`src/rtl/display_scan_if.sv`:
```
// Digit/anode bus between the 7-segment scanner (master) and its consumer (slave).
// The value and hold inputs travel with the bus so the scanner sees a single port.
interface display_scan_if;
   logic [15:0] digits;
   logic        hold;
   logic [3:0]  seg_number;
   logic [1:0]  an_number;
   logic        scan_tick;
   logic        frame_start;

   modport master (
      input  digits,
      input  hold,
      output seg_number,
      output an_number,
      output scan_tick,
      output frame_start
   );

   modport slave (
      output digits,
      output hold,
      input  seg_number,
      input  an_number,
      input  scan_tick,
      input  frame_start
   );
endinterface

```
`src/rtl/display_scan.sv`:
```
// 4-digit 7-segment scanner: rotates an_number/seg_number every REFRESH_DIV cycles,
// snapshotting the packed BCD value once per frame so a frame is always coherent.
//
// state    | meaning
// ST_PRIME | first edge after reset: load snapshot (unless held), start counter
// ST_SCAN  | normal scanning, advance on refresh terminal count
module display_scan #(
   parameter int REFRESH_DIV = 100000,
   parameter int CNT_W       = 17
) (
   input  logic          clk,
   input  logic          rst_n,
   display_scan_if.master bus
);

   typedef enum logic {ST_PRIME, ST_SCAN} state_t;

   localparam logic [CNT_W-1:0] CNT_LAST = CNT_W'(REFRESH_DIV - 1);

   state_t            state_q,  state_d;
   logic [CNT_W-1:0]  cnt_q,    cnt_d;
   logic [1:0]        an_q,     an_d;
   logic [3:0]        seg_q,    seg_d;
   logic [15:0]       snap_q,   snap_d;
   logic              tick_q,   tick_d;
   logic              frame_q,  frame_d;
   logic              advance;

   always_ff @(posedge clk or negedge rst_n) begin
      if (!rst_n) begin
         state_q <= ST_PRIME;
         cnt_q   <= '0;
         an_q    <= 2'd0;
         seg_q   <= 4'd0;
         snap_q  <= 16'h0000;
         tick_q  <= 1'b0;
         frame_q <= 1'b0;
      end else begin
         state_q <= state_d;
         cnt_q   <= cnt_d;
         an_q    <= an_d;
         seg_q   <= seg_d;
         snap_q  <= snap_d;
         tick_q  <= tick_d;
         frame_q <= frame_d;
      end
   end

   always_comb begin
      state_d = state_q;
      cnt_d   = cnt_q;
      an_d    = an_q;
      seg_d   = seg_q;
      snap_d  = snap_q;
      tick_d  = 1'b0;
      frame_d = 1'b0;
      advance = 1'b0;

      case (state_q)
         ST_PRIME: begin
            state_d = ST_SCAN;
            cnt_d   = cnt_q + CNT_W'(1);
            if (!bus.hold) begin
               snap_d = bus.digits;
               seg_d  = bus.digits[15:12];
            end
         end
         ST_SCAN: begin
            advance = (cnt_q == CNT_LAST);
            cnt_d   = advance ? '0 : cnt_q + CNT_W'(1);
         end
         default: state_d = ST_PRIME;
      endcase

      if (advance) begin
         an_d   = an_q + 2'd1;
         tick_d = 1'b1;
         case (an_q)
            2'd3: begin
               // Frame boundary: fresh value comes straight from the input, not the old snapshot.
               frame_d = 1'b1;
               if (!bus.hold) begin
                  snap_d = bus.digits;
                  seg_d  = bus.digits[15:12];
               end else begin
                  seg_d  = snap_q[15:12];
               end
            end
            2'd0:    seg_d = snap_q[11:8];
            2'd1:    seg_d = snap_q[7:4];
            default: seg_d = snap_q[3:0];
         endcase
      end
   end

   assign bus.seg_number  = seg_q;
   assign bus.an_number   = an_q;
   assign bus.scan_tick   = tick_q;
   assign bus.frame_start = frame_q;

endmodule

```
`src/flat_wrapper.sv`:
```
// flat-port wrapper written by rule: the top's interface ports become plain ports
module display_scan_flat 
#(
   parameter int REFRESH_DIV = 100000,
   parameter int CNT_W       = 17
)
  (clk, rst_n, bus_digits, bus_hold, bus_seg_number, bus_an_number, bus_scan_tick, bus_frame_start);
  display_scan_if bus_i ();
  input  logic clk;
  input  logic rst_n;
  input wire logic [$bits(bus_i.digits)-1:0] bus_digits;
  input wire logic [$bits(bus_i.hold)-1:0] bus_hold;
  output wire logic [$bits(bus_i.seg_number)-1:0] bus_seg_number;
  output wire logic [$bits(bus_i.an_number)-1:0] bus_an_number;
  output wire logic [$bits(bus_i.scan_tick)-1:0] bus_scan_tick;
  output wire logic [$bits(bus_i.frame_start)-1:0] bus_frame_start;
  assign bus_i.digits = bus_digits;
  assign bus_i.hold = bus_hold;
  assign bus_seg_number = bus_i.seg_number;
  assign bus_an_number = bus_i.an_number;
  assign bus_scan_tick = bus_i.scan_tick;
  assign bus_frame_start = bus_i.frame_start;
  display_scan #(.REFRESH_DIV(REFRESH_DIV), .CNT_W(CNT_W)) u_core (.clk(clk), .rst_n(rst_n), .bus(bus_i));
endmodule
```
`config.mk`:
```
export PLATFORM = sky130hd
export DESIGN_NAME = display_scan_flat
export DESIGN_NICKNAME = d
export VERILOG_FILES = /design/src/rtl/display_scan_if.sv /design/src/rtl/display_scan.sv /design/src/flat_wrapper.sv
export SDC_FILE = /design/constraint.sdc
export NUM_CORES = 1
export LEC_CHECK = 0
export CORE_UTILIZATION = 50
export CTS_CLUSTER_SIZE = 20
export DETAILED_ROUTE_END_ITERATION = 12
export DONT_BUFFER_PORTS = 1
export GPL_TIMING_DRIVEN = 0
export HOLD_SLACK_MARGIN = 0.03
export SLEW_MARGIN = 40
export SYNTH_ARGS = -nofsm -noshare
export SYNTH_HDL_FRONTEND = slang
export SYNTH_SLANG_ARGS = --single-unit
```
`constraint.sdc`:
```
create_clock -name clk -period 5.1 [get_ports clk]
set_input_delay 1.02 -clock clk [delete_from_list [all_inputs] [get_ports clk]]
set_output_delay 1.02 -clock clk [all_outputs]
set_load 0.02 [all_outputs]
```
After elaboration in Yosys (flattened, before gate mapping). Cells that the tools add are included.

Flip-flop bits (word level): 42. Memory bits (writable): 0. Output and inout bits: 8. Bits in latches: 0. Memories kept: 0. Memory bits (read-only): 0.

Add/subtract/negate cells: 2. Multiplexer cells: 16. Reductions and logical operators: 2. $lt $le $gt $ge: 0. Bitwise logic cells: 1. $mul: 0. Div/mod/pow operators: 0. Shifts and indexed selects: 0. Equal/unequal tests: 5.

Operator list (number): 16-bit two-way mux (5); 17-bit one-hot mux with 2 select lines (1); 17-bit by 1-bit adder with 17-bit output (second input constant) (1); 17-bit == test (second input constant) (1); 17-bit two-way mux (1); 4-bit two-way mux (4); 4-bit one-hot mux with 3 select lines (1); 1-bit two-way mux (4); 2-bit by 1-bit adder with 2-bit output (second input constant) (1); 2-bit by 1-bit == test with 1-bit output (second input constant) (1); 2-bit == test (second input constant) (1); 2-bit logical NOT (1); 2-bit by 1-bit inequality test with 1-bit output (second input constant) (1); 2-bit inequality test (second input constant) (1); 2-bit AND reduction (1); 1-bit NOT (1).

Depth between registers and ports, before layout.
Depth in word-level cells: 5. Gate-level depth with buffers: 6.

Worst setup path before layout. OpenSTA, ideal clock, no wires.

Kind: input to register. Start point: input port bus_hold. End point: register u_core.snap_q[10]. Data required time: 4.975 ns. Data arrival time: 1.871 ns. Path slack: 3.104 ns. Cell stages on the path: 4. Setup time: 0.125 ns. Cell sequence: nor2_1 a41oi_4 buf_6 mux2_4.

Longest elaborated chain between the ends: 5.

RTL lines: start: declaration (line flat_wrapper.sv:12) `input wire logic [$bits(bus_i.hold)-1:0] bus_hold;`; 16-bit two-way mux (line display_scan.sv:63) `if (!bus.hold) begin`; 16-bit two-way mux (line display_scan.sv:59) `case (state_q)`; 16-bit two-way mux (line display_scan.sv:82) `if (!bus.hold) begin`; 16-bit two-way mux (line display_scan.sv:78) `case (an_q)`; 16-bit two-way mux (*) (line display_scan.sv:75) `if (advance) begin`; named net u_core.snap_d[10] (line display_scan.sv:24) `logic [15:0] snap_q, snap_d;`; end signal: assignment (line display_scan.sv:43) `snap_q <= snap_d;`; end: declaration (line display_scan.sv:24).

The timed path passes the listed nets; every way through them passes the cells marked *. A chain may end at the register's enable or synchronous reset.

Final worst setup path.
Start point: register u_core.cnt_q[0]. End point: register u_core.snap_q[8].

Longest elaborated chain between the ends: 3.

RTL lines: start: declaration (line display_scan.sv:21) `logic [CNT_W-1:0] cnt_q, cnt_d;`; start signal: assignment (line display_scan.sv:40) `cnt_q <= cnt_d;`; 17-bit == test (line display_scan.sv:69) `advance = (cnt_q == CNT_LAST);`; 1-bit two-way mux (line display_scan.sv:59); 16-bit two-way mux (line display_scan.sv:75); named net u_core.snap_d[8] (line display_scan.sv:24).

The timed path passes the listed nets, and every way through them passes these cells.

==> results.toml <==
[run_status]
outcome = "finished, final reports clean"

[sta]
whs_ns = 0.409
hold_viol = 0
period_share_pct = 40.7
finalSetupViolations = 0
period_minus_slack_ns = 2.07
max_freq_ghz = 0.482
drv_slew = 0
fin_tns_setup_ns = 0
finClkSkew_ns = 0.00880
slew_headroom_pct = 63.1
rsz0062_at_grt = "false"
worst_pin_slew_ns = 0.540

[clocking]
cts_buffers = 5
cts_buffer_depth = 2
holdBufCountCts = 0
cts_resized = 0
cts_num_sinks = 42
insertion_delay_ns = 0.30
htree_levels = 2
postCtsSetupBuffers = 0
cts_tree = "yes"
cts.clk_slew.worst_paths_ns = 0.08
root_buffer = "clkbuf_8"

[die]
initial_core_util_pct = 53.9
ioPinCount = 27
dieArea_um2 = 4320
dieHeight_um = 65.8
core-area_um2 = 3770
rows = 22
fp.dieW_um = 65.8

[worst_setup_path]
crit_required_ns = 5.28
startpoint_type = "flop"
criticalPathCategory = "reg2reg"
crit_arrival_ns = 2.25
rrSetupSlack_ns = 3.03
worstPathMaxFanout = 10
worstSetupEndpointType = "flop"

[route]
drt_iter0_drc = 63
ant_nets = 0
routed_wirelength_um = 3660
vias = 1284
route.detailed.drc = 0
wl_per_cell_um = 16.6
dr.pass1.iters = 4
vias_per_cell = 5.84

[power]
power_leakage_uw = 0.000948
p_per_area_nw_per_um2 = 314
power_uw = 692
ir_drop_mv = 0.196

[global_routing]
grt-ovfl-total = 0
grt_pass1_vias = 1302
grt_pass1_wl_um = 6330
grt_max_degree = 43
antenna_found_initial = 0
grtUsageTotal_pct = 20.3

[placed_design]
placedCellCount = 212
portBuffers = 0
dpl.hpwl_um = 2630
place_congestion = 0.813

[synthesis]
syn_area_um2 = 2030
synth-seq-cells = 42
post_synth_inst_count = 164
synth_cell_types = 31
syn_nets = 188
syn_area_per_cell_um2 = 12.4
yosysSeqAreaShare_pct = 51.7
ys_warn_count = 0

[layout]
final_common_cell = "dfrtp_1"
area_growth_pct = 8.37
instances_no_fill = 220
layout_common_cells = "dfrtp_1 (42), nor2_1 (16), mux2_4 (13)"
fillers = 320
drive_gt1_share_pct = 20.3
nNetsFinal = 195
antenna_cells = 0

[worst_hold_path]
hold_path.class = "in2async"

[flow_run]
maxCapViolCount = 0
-- stage by stage --
| step | util [%] | cell area, um^2 | setup WS, ns |
|---|---|---|---|
| finish | 58.4 | 2200 | 3.03 |
| global route | 58.4 | 2200 | 2.93 |
| CTS | 58.4 | 2200 | 3.03 |
| detailed placement | 55.5 | 2090 | 2.94 |
| global placement | 55.5 | 2090 | 2.96 |
| floorplan | - | 2030 | 3.10 |
-- report_power, final --
group,internal [uW],total (uW),switching [uW],leakage [uW]
registers,357,376,19.4,0.000528
clock network,146,258,112,0.0000514
logic,40.3,58.0,17.7,0.000369
-- cell usage after synthesis (all sizes together) --
| cell type | instances | share of area, % |
|---|---|---|
| o31ai | 1 | 0.37 |
| nand3b | 1 | 0.37 |
| nor4 | 1 | 0.31 |
| nand2 | 3 | 0.55 |
| mux2 | 20 | 13 |
| buf | 3 | 1.0 |
| a21oi | 6 | 1.5 |
| dfrtp | 42 | 52 |
| nor4b | 2 | 1.5 |
| xor2 | 4 | 1.7 |
| a41oi | 1 | 1.4 |
| nand4 | 4 | 1.5 |
| o31a | 1 | 0.43 |
| xnor2 | 11 | 4.7 |
| inv | 10 | 1.8 |
| or2 | 2 | 0.62 |
| conb | 1 | 0.18 |
| ha | 5 | 3.1 |
| nand4b | 1 | 0.43 |
| nand3 | 9 | 2.2 |
| nor2 | 16 | 3.0 |
| a221o | 8 | 3.9 |
| nor2b | 1 | 0.31 |
| or4 | 1 | 0.37 |
| a2111oi | 4 | 1.7 |
| o21ai | 1 | 0.25 |
| and3b | 1 | 0.49 |
| nor3 | 4 | 0.99 |
-- worst max-delay path, cell delays in order (launching register included) --
cell and delay, ns:
dfrtp_1 0.41, ha_1 0.26, nand3_1 0.19, and3b_2 0.27
a41oi_4 0.29, buf_6 0.22, mux2_4 0.31
-- final timing paths --
| check | endpoint | start | cells past startpoint |
|---|---|---|---|
| min reg2reg | u_core.cnt_q[0]$_DFF_PN0_ | u_core.cnt_q[0]$_DFF_PN0_ | 1 |
| min in group clk | u_core.cnt_q[0]$_DFF_PN0_ | u_core.cnt_q[0]$_DFF_PN0_ | 1 |
| max | u_core.snap_q[8]$_DFF_PN0_ | u_core.cnt_q[0]$_DFF_PN0_ | 6 |
| max in group asynchronous | u_core.bus.seg_number[1]$_DFFE_PN0P_ | rst_n | 0 |
| max reg2reg | u_core.snap_q[8]$_DFF_PN0_ | u_core.cnt_q[0]$_DFF_PN0_ | 6 |
| min | u_core.cnt_q[3]$_DFF_PN0_ | rst_n | 0 |
-- metal layers --
layer	share of wire [%]	global-route usage [%]
met5	0	0
met4	1.6	8.97
met3	4.2	5.38
met2	49	32.3
met1	45	25.8
-- cell type report --
cell class                 count  area, um^2  share of cell area, %
buffer                         3        21.3                  0.966
clock buffer                   6        72.6                   3.30
clock inverter                 2        37.5                   1.70
inverter                      10        37.5                   1.70
multi-input combinational    109         922                   41.9
sequential                    42        1050                   47.7
tap                           48        60.1                   2.73
-- sequential cells by signal, summed over array words and instances (netlist names) --
register and flops:
u_core.cnt_q 17, u_core.snap_q 16, u_core.bus.seg_number 4, u_core.bus.an_number 2, u_core.bus.frame_start 1, u_core.bus.scan_tick 1
u_core.state_q 1
-- logic make-up (layout without fill, tap and decap cells) --
family	after synthesis	after routing	synth area share, %
xor+xnor	15	15	6.47
buf+inv	13	21	2.89
mux	20	20	13.5
fa+ha+maj	5	5	3.08
flops	42	42	51.7
compound gates	22	22	9.54
other cells	1	1	0.185
simple gates	46	46	12.6
Power figures use the tool's default switching activity.
==> patch 1: new RTL, config.mk and constraints unchanged <==
Make the reset (`rst_n`) synchronous in one clocked block.
--- a/src/rtl/display_scan.sv
+++ b/src/rtl/display_scan.sv
@@ -26,7 +26,7 @@
    logic              frame_q,  frame_d;
    logic              advance;
 
-   always_ff @(posedge clk or negedge rst_n) begin
+   always_ff @(posedge clk) begin
       if (!rst_n) begin
          state_q <= ST_PRIME;
          cnt_q   <= '0;
Check against the original RTL: differs if rst_n is asserted again (counterexample within 4 cycles, from zero or initial values and one cycle with rst_n low); with rst_n held inactive, the same outputs for 10 cycles.
==> patch 1 against the original RTL <==
- sequential share of layout area fell by 9.3 points
- cell count rose by 25%
- sequential cell count did not move
- hold slack improved by 52 ps
- wire length rose by 14%
- maximum frequency fell by 0.23%
- clock power fell by 15%
- worst setup slack got worse by 4.8 ps
- synthesized cell count rose by 34%
- power fell by 12%
- synthesized area rose by 0.31%
- design area fell by 0.57%
==> patch 1: results (changes against the original RTL) <==
* Dpl hpwl at 3.12 mm (was 2.63 mm)
* Met2 Usage GRT at 34.8% (was 32.3%)
* R2R setup slack at 3130 ps (was 3030 ps)
* Fraction of synthesized area in multiplexers at 12.6% (was 13.5%)
* Wl on met1 at 2.07 mm (was 1.64 mm)
* DR iter-0 viols at 102 (was 63)
* GP Congestion at 0.822 (was 0.813)
* P_leak at 0.879 nW (was 0.948 nW)
* XOR/XNOR Fraction of Synth Area at 5.16% (was 6.47%)
* Synth Area in Compound Gates at 11.4% (was 9.54%)
* Worst Hold Class: flip-flop to flip-flop (was input pin to async pin)
* Max VDD drop at 185 uV (was 196 uV)
* Number of clock buffers in the layout at 7 (was 6)
* Signal buffers at 9 (was 3)
* R2R Path End: u_core.cnt_q[9]$_SDFF_PN0_ (was u_core.snap_q[8]$_DFF_PN0_)
* Capture point of the critical path: u_core.bus.seg_number[3]$_SDFFE_PN0P_ (was u_core.snap_q[8]$_DFF_PN0_)
* Via count at 1565 (was 1284)
* Area share of fa/ha/maj cells after synthesis at 3.07% (was 3.08%)
* Mapped Nets at 244 (was 188)
* Inverters at 9 (was 10)
* Largest net degree at the start of global routing at 13 (was 43)
* Clk_skew at 4.02 ps (was 8.80 ps)
* Area of the multi-input gates at 1110 um2 (was 922 um2)
* Outcome: finished, final reports clean (unchanged)
* Met2 routed WL at 1.82 mm (was 1.81 mm)
* CP max FO at 6 (was 10)
* Worst slew pin tran at 470 ps (was 540 ps)
* Top cells by area, synth: dfxtp_1 (41%), mux2i_1 (9.8%), nand2_1 (6.4%) (was dfrtp_1 (52%), mux2_4 (9.6%), xnor2_1 (4.7%))
* Non-clk buf share at 2.23% (was 0.966%)
* Worst path arrival time at 2270 ps (was 2250 ps)
* Nets at 251 (was 195)
* Global Route Usage Sum at 22.9% (was 20.3%)
* Critical path origin: bus_hold (was u_core.cnt_q[0]$_DFF_PN0_)
* First-pass GRT wire length at 7.44 mm (was 6.33 mm)
* CP top delay family: multiplexers (was simple AND/OR/NAND/NOR gates)
* Async SR Flop Fraction at 0% (was 100%)
-- patch 1: cell types whose count changed in the layout (fill, tap and decap cells not counted), moves of 9 or more --
cell,change
dfrtp_1,-42
dfxtp_1,+42
nand2_1,+32
mux2i_1,+20
mux2_4,-13
o21ai_0,+9
-- patch 1: where the power goes --
group | total, W | switching [W] | internal (W)
combinational | 0.0000425 | 0.0000232 | 0.0000193
clock | 0.000220 | 0.000111 | 0.000109
sequential | 0.000347 | 0.00000889 | 0.000338
-- patch 1: through the flow --
step / cells / instance area [um2] / hold WS (ps) / setup WS [ps] / util [%]
6_report: 276 / 2190 / 461 / 3020 / 58.1
3_3_place_gp: 268 / 2100 / 441 / 2730 / 55.6
2_1_floorplan: 220 / 2040 / 435 / 2860 / -
4_1_cts: 276 / 2190 / 468 / 3020 / 58.1
5_1_grt: 276 / 2190 / 478 / 2960 / 58.1
3_5_place_dp: 268 / 2100 / 457 / 2700 / 55.6
==> patch 2: new RTL, same flow settings <==
Without the edit above. `REFRESH_DIV` is set to 100000 in 2 places; all go to 50000.
--- a/src/rtl/display_scan.sv
+++ b/src/rtl/display_scan.sv
@@ -5,7 +5,7 @@
 // ST_PRIME | first edge after reset: load snapshot (unless held), start counter
 // ST_SCAN  | normal scanning, advance on refresh terminal count
 module display_scan #(
-   parameter int REFRESH_DIV = 100000,
+   parameter int REFRESH_DIV = 50000,
    parameter int CNT_W       = 17
 ) (
    input  logic          clk,
--- a/src/flat_wrapper.sv
+++ b/src/flat_wrapper.sv
@@ -1,7 +1,7 @@
 // flat-port wrapper written by rule: the top's interface ports become plain ports
 module display_scan_flat 
 #(
-   parameter int REFRESH_DIV = 100000,
+   parameter int REFRESH_DIV = 50000,
    parameter int CNT_W       = 17
 )
   (clk, rst_n, bus_digits, bus_hold, bus_seg_number, bus_an_number, bus_scan_tick, bus_frame_start);
Formal check against the unedited RTL: no difference found for any inputs over 10 cycles, from zero or initial values and one cycle with rst_n low; that may be too few to reach the edited logic, so the function may still have changed.
==> patch 2 against the original RTL <==
- first-iteration DRC count is 17% higher
- worst setup slack worse by 94 ps
- highest routed layer unchanged
- maximum frequency is 4.3% lower
- critical endpoint is now u_core.snap_q[9]$_DFF_PN0_
- power is 5.4% lower
- cell count is 2.3% higher
- die area is 0.53% higher
- clock skew is 2.5 ps lower
- synthesized cell count is 3.0% higher
- synthesized area is 0.55% higher
- largest cell class unchanged
- utilization is 0.52 points lower
- sequential cell count stayed put
- wire length is 4.5% higher
- design area is 0.17% lower
==> patch 2: results (changes against the original RTL) <==
* Top cells by area, synth: dfrtp_1 (51%), mux2_4 (7.3%), mux2_2 (5.5%) (was dfrtp_1 (52%), mux2_4 (9.6%), xnor2_1 (4.7%))
* Final Instance Count excl. Fillers at 225 (was 220)
* Reg2reg path depth at 7 (was 6)
* Seq/Total Area, Yosys at 51.4% (was 51.7%)
* CP top delay family: simple AND/OR/NAND/NOR gates (unchanged)
* R2R Path Start: u_core.cnt_q[0]$_DFF_PN0_ (unchanged)
* Worst Hold Class: input pin to async pin (unchanged)
* Biggest register: u_core.cnt_q (unchanged)
* Vias in the first global route at 1359 (was 1302)
* Detailed Routing Iterations Pass 1 at 4 (unchanged)
* GP Congestion at 0.825 (was 0.813)
* Most frequent cells after synthesis: dfrtp_1 (42), nor2_1 (12), xnor2_1 (11) (was dfrtp_1 (42), nor2_1 (16), mux2_4 (13), xnor2_1 (11), inv_1 (10))
* Dpl hpwl at 2.79 mm (was 2.63 mm)
* Outcome: finished, final reports clean (unchanged)
* Global Route Usage Sum at 20.5% (was 20.3%)
* P_leak at 1.01 nW (was 0.948 nW)
* DRT Wirelength at 3.82 mm (was 3.66 mm)
* Worst path arrival time at 2340 ps (was 2250 ps)
* Post-CTS setup buffer count at 0 (unchanged)
* Clk_skew at 6.33 ps (was 8.80 ps)
* Largest net degree at the start of global routing at 43 (unchanged)
* CP max stage delay at 390 ps (was 410 ps)
* Ant diodes at 0 (unchanged)
* Nets at 200 (was 195)
* First-pass GRT wire length at 6.45 mm (was 6.33 mm)
* Num CTS Buffers at 5 (unchanged)
* Max VDD drop at 191 uV (was 196 uV)
* Fill cells at 328 (was 320)
* TNS Setup at 0 ps (unchanged)
* Clk Latency, worst-skew pair at 290 ps
* Initial antenna violation count at 0 (unchanged)
* Bufs on Longest Clock Path at 2 (unchanged)
* Via count at 1293 (was 1284)
* Fraction of layout cells with a size suffix above 1 at 20.9% (was 20.3%)
* Hold slack at 410 ps (was 409 ps)
* Cell Count Post-Placement at 217 (was 212)
* Avg Inst Size Synth at 12.1 um2 (was 12.4 um2)
* R2R setup slack at 2930 ps (was 3030 ps)
* CP max FO at 10 (unchanged)
* Port Buffers at 0 (unchanged)
* Placed Area at 2100 um2 (was 2090 um2)
* Area share of fa/ha/maj cells after synthesis at 3.06% (was 3.08%)
* Post-synth cell types at 37 (was 31)
* DR iter-0 viols at 74 (was 63)
* XOR/XNOR Fraction of Synth Area at 6.43% (was 6.47%)
* Synth Warn # at 0 (unchanged)
* R2R Path End: u_core.snap_q[9]$_DFF_PN0_ (was u_core.snap_q[8]$_DFF_PN0_)
* Mapped Nets at 193 (was 188)
* Synth Area in Compound Gates at 6.67% (was 9.54%)
* Fraction of synthesized area in multiplexers at 14.8% (was 13.5%)
* Clock transition at path regs at 80 ps (about the same)
* Async SR Flop Fraction at 100% (unchanged)
* Htree depth at 2 (unchanged)
==> patch 2: logic make-up (layout without fill, tap and decap cells) <==
logic type / Yosys count / after routing
AND/OR/NAND/NOR: 53 / 53
flip-flops: 42 / 42
multiplexers: 24 / 24
AO/OA/AOI/OAI: 19 / 19
XOR/XNOR: 15 / 15
buffers and inverters: 10 / 18
adder cells (fa/ha/maj): 5 / 5
other: 1 / 1
==> patch 2: worst max path at each step <==
stage	endpoint	startpoint	slack (ps)	depth (start not counted)
global placement	u_core.snap_q[14]$_DFF_PN0_	bus_hold	2780	6
finish	u_core.snap_q[9]$_DFF_PN0_	u_core.cnt_q[0]$_DFF_PN0_	2930	7
CTS	u_core.bus.an_number[1]$_DFFE_PN0P_	u_core.cnt_q[11]$_DFF_PN0_	2930	6
floorplan	u_core.snap_q[10]$_DFF_PN0_	bus_hold	2840	6
detailed placement	u_core.snap_q[9]$_DFF_PN0_	bus_hold	2760	6
global route	u_core.bus.an_number[1]$_DFFE_PN0P_	u_core.cnt_q[0]$_DFF_PN0_	2730	6
==> patch 2: layout make-up <==
| class | count | area, um2 | share of cell area (%) |
|---|---|---|---|
| buffer | 6 | 52.6 | 2.39 |
| clock inverter | 2 | 12.5 | 0.569 |
| multi-input combinational | 117 | 925 | 42.1 |
| sequential | 42 | 1050 | 47.8 |
| clock buffer | 6 | 82.6 | 3.76 |
| inverter | 4 | 15.0 | 0.683 |
| tap | 48 | 60.1 | 2.73 |
==> patch 2: through the flow <==
step	setup slack, ps	total power (W)
floorplan	2840	0.000429
global placement	2780	0.000439
detailed placement	2760	0.000441
CTS	2930	0.000665
global route	2730	0.000687
finish	2930	0.000655
==> patch 2: per-layer routing <==
metal | global-route usage [%] | share of wire, % | vias to the layer above
met5 | 0 | 0 | -
met4 | 6.79 | 1.6 | 0
met3 | 8.45 | 7.3 | 7
met2 | 28.6 | 43 | 36
met1 | 28.5 | 48 | 632
li1 | - | - | 618
==> patch 2: power by group <==
group	total, W	switching [W]	internal, W	leakage, nW
registers	0.000378	0.0000217	0.000357	0.525
logic	0.0000574	0.0000179	0.0000395	0.435
clock network	0.000219	0.000111	0.000109	0.0472
total	0.000655	0.000150	0.000505	1.01
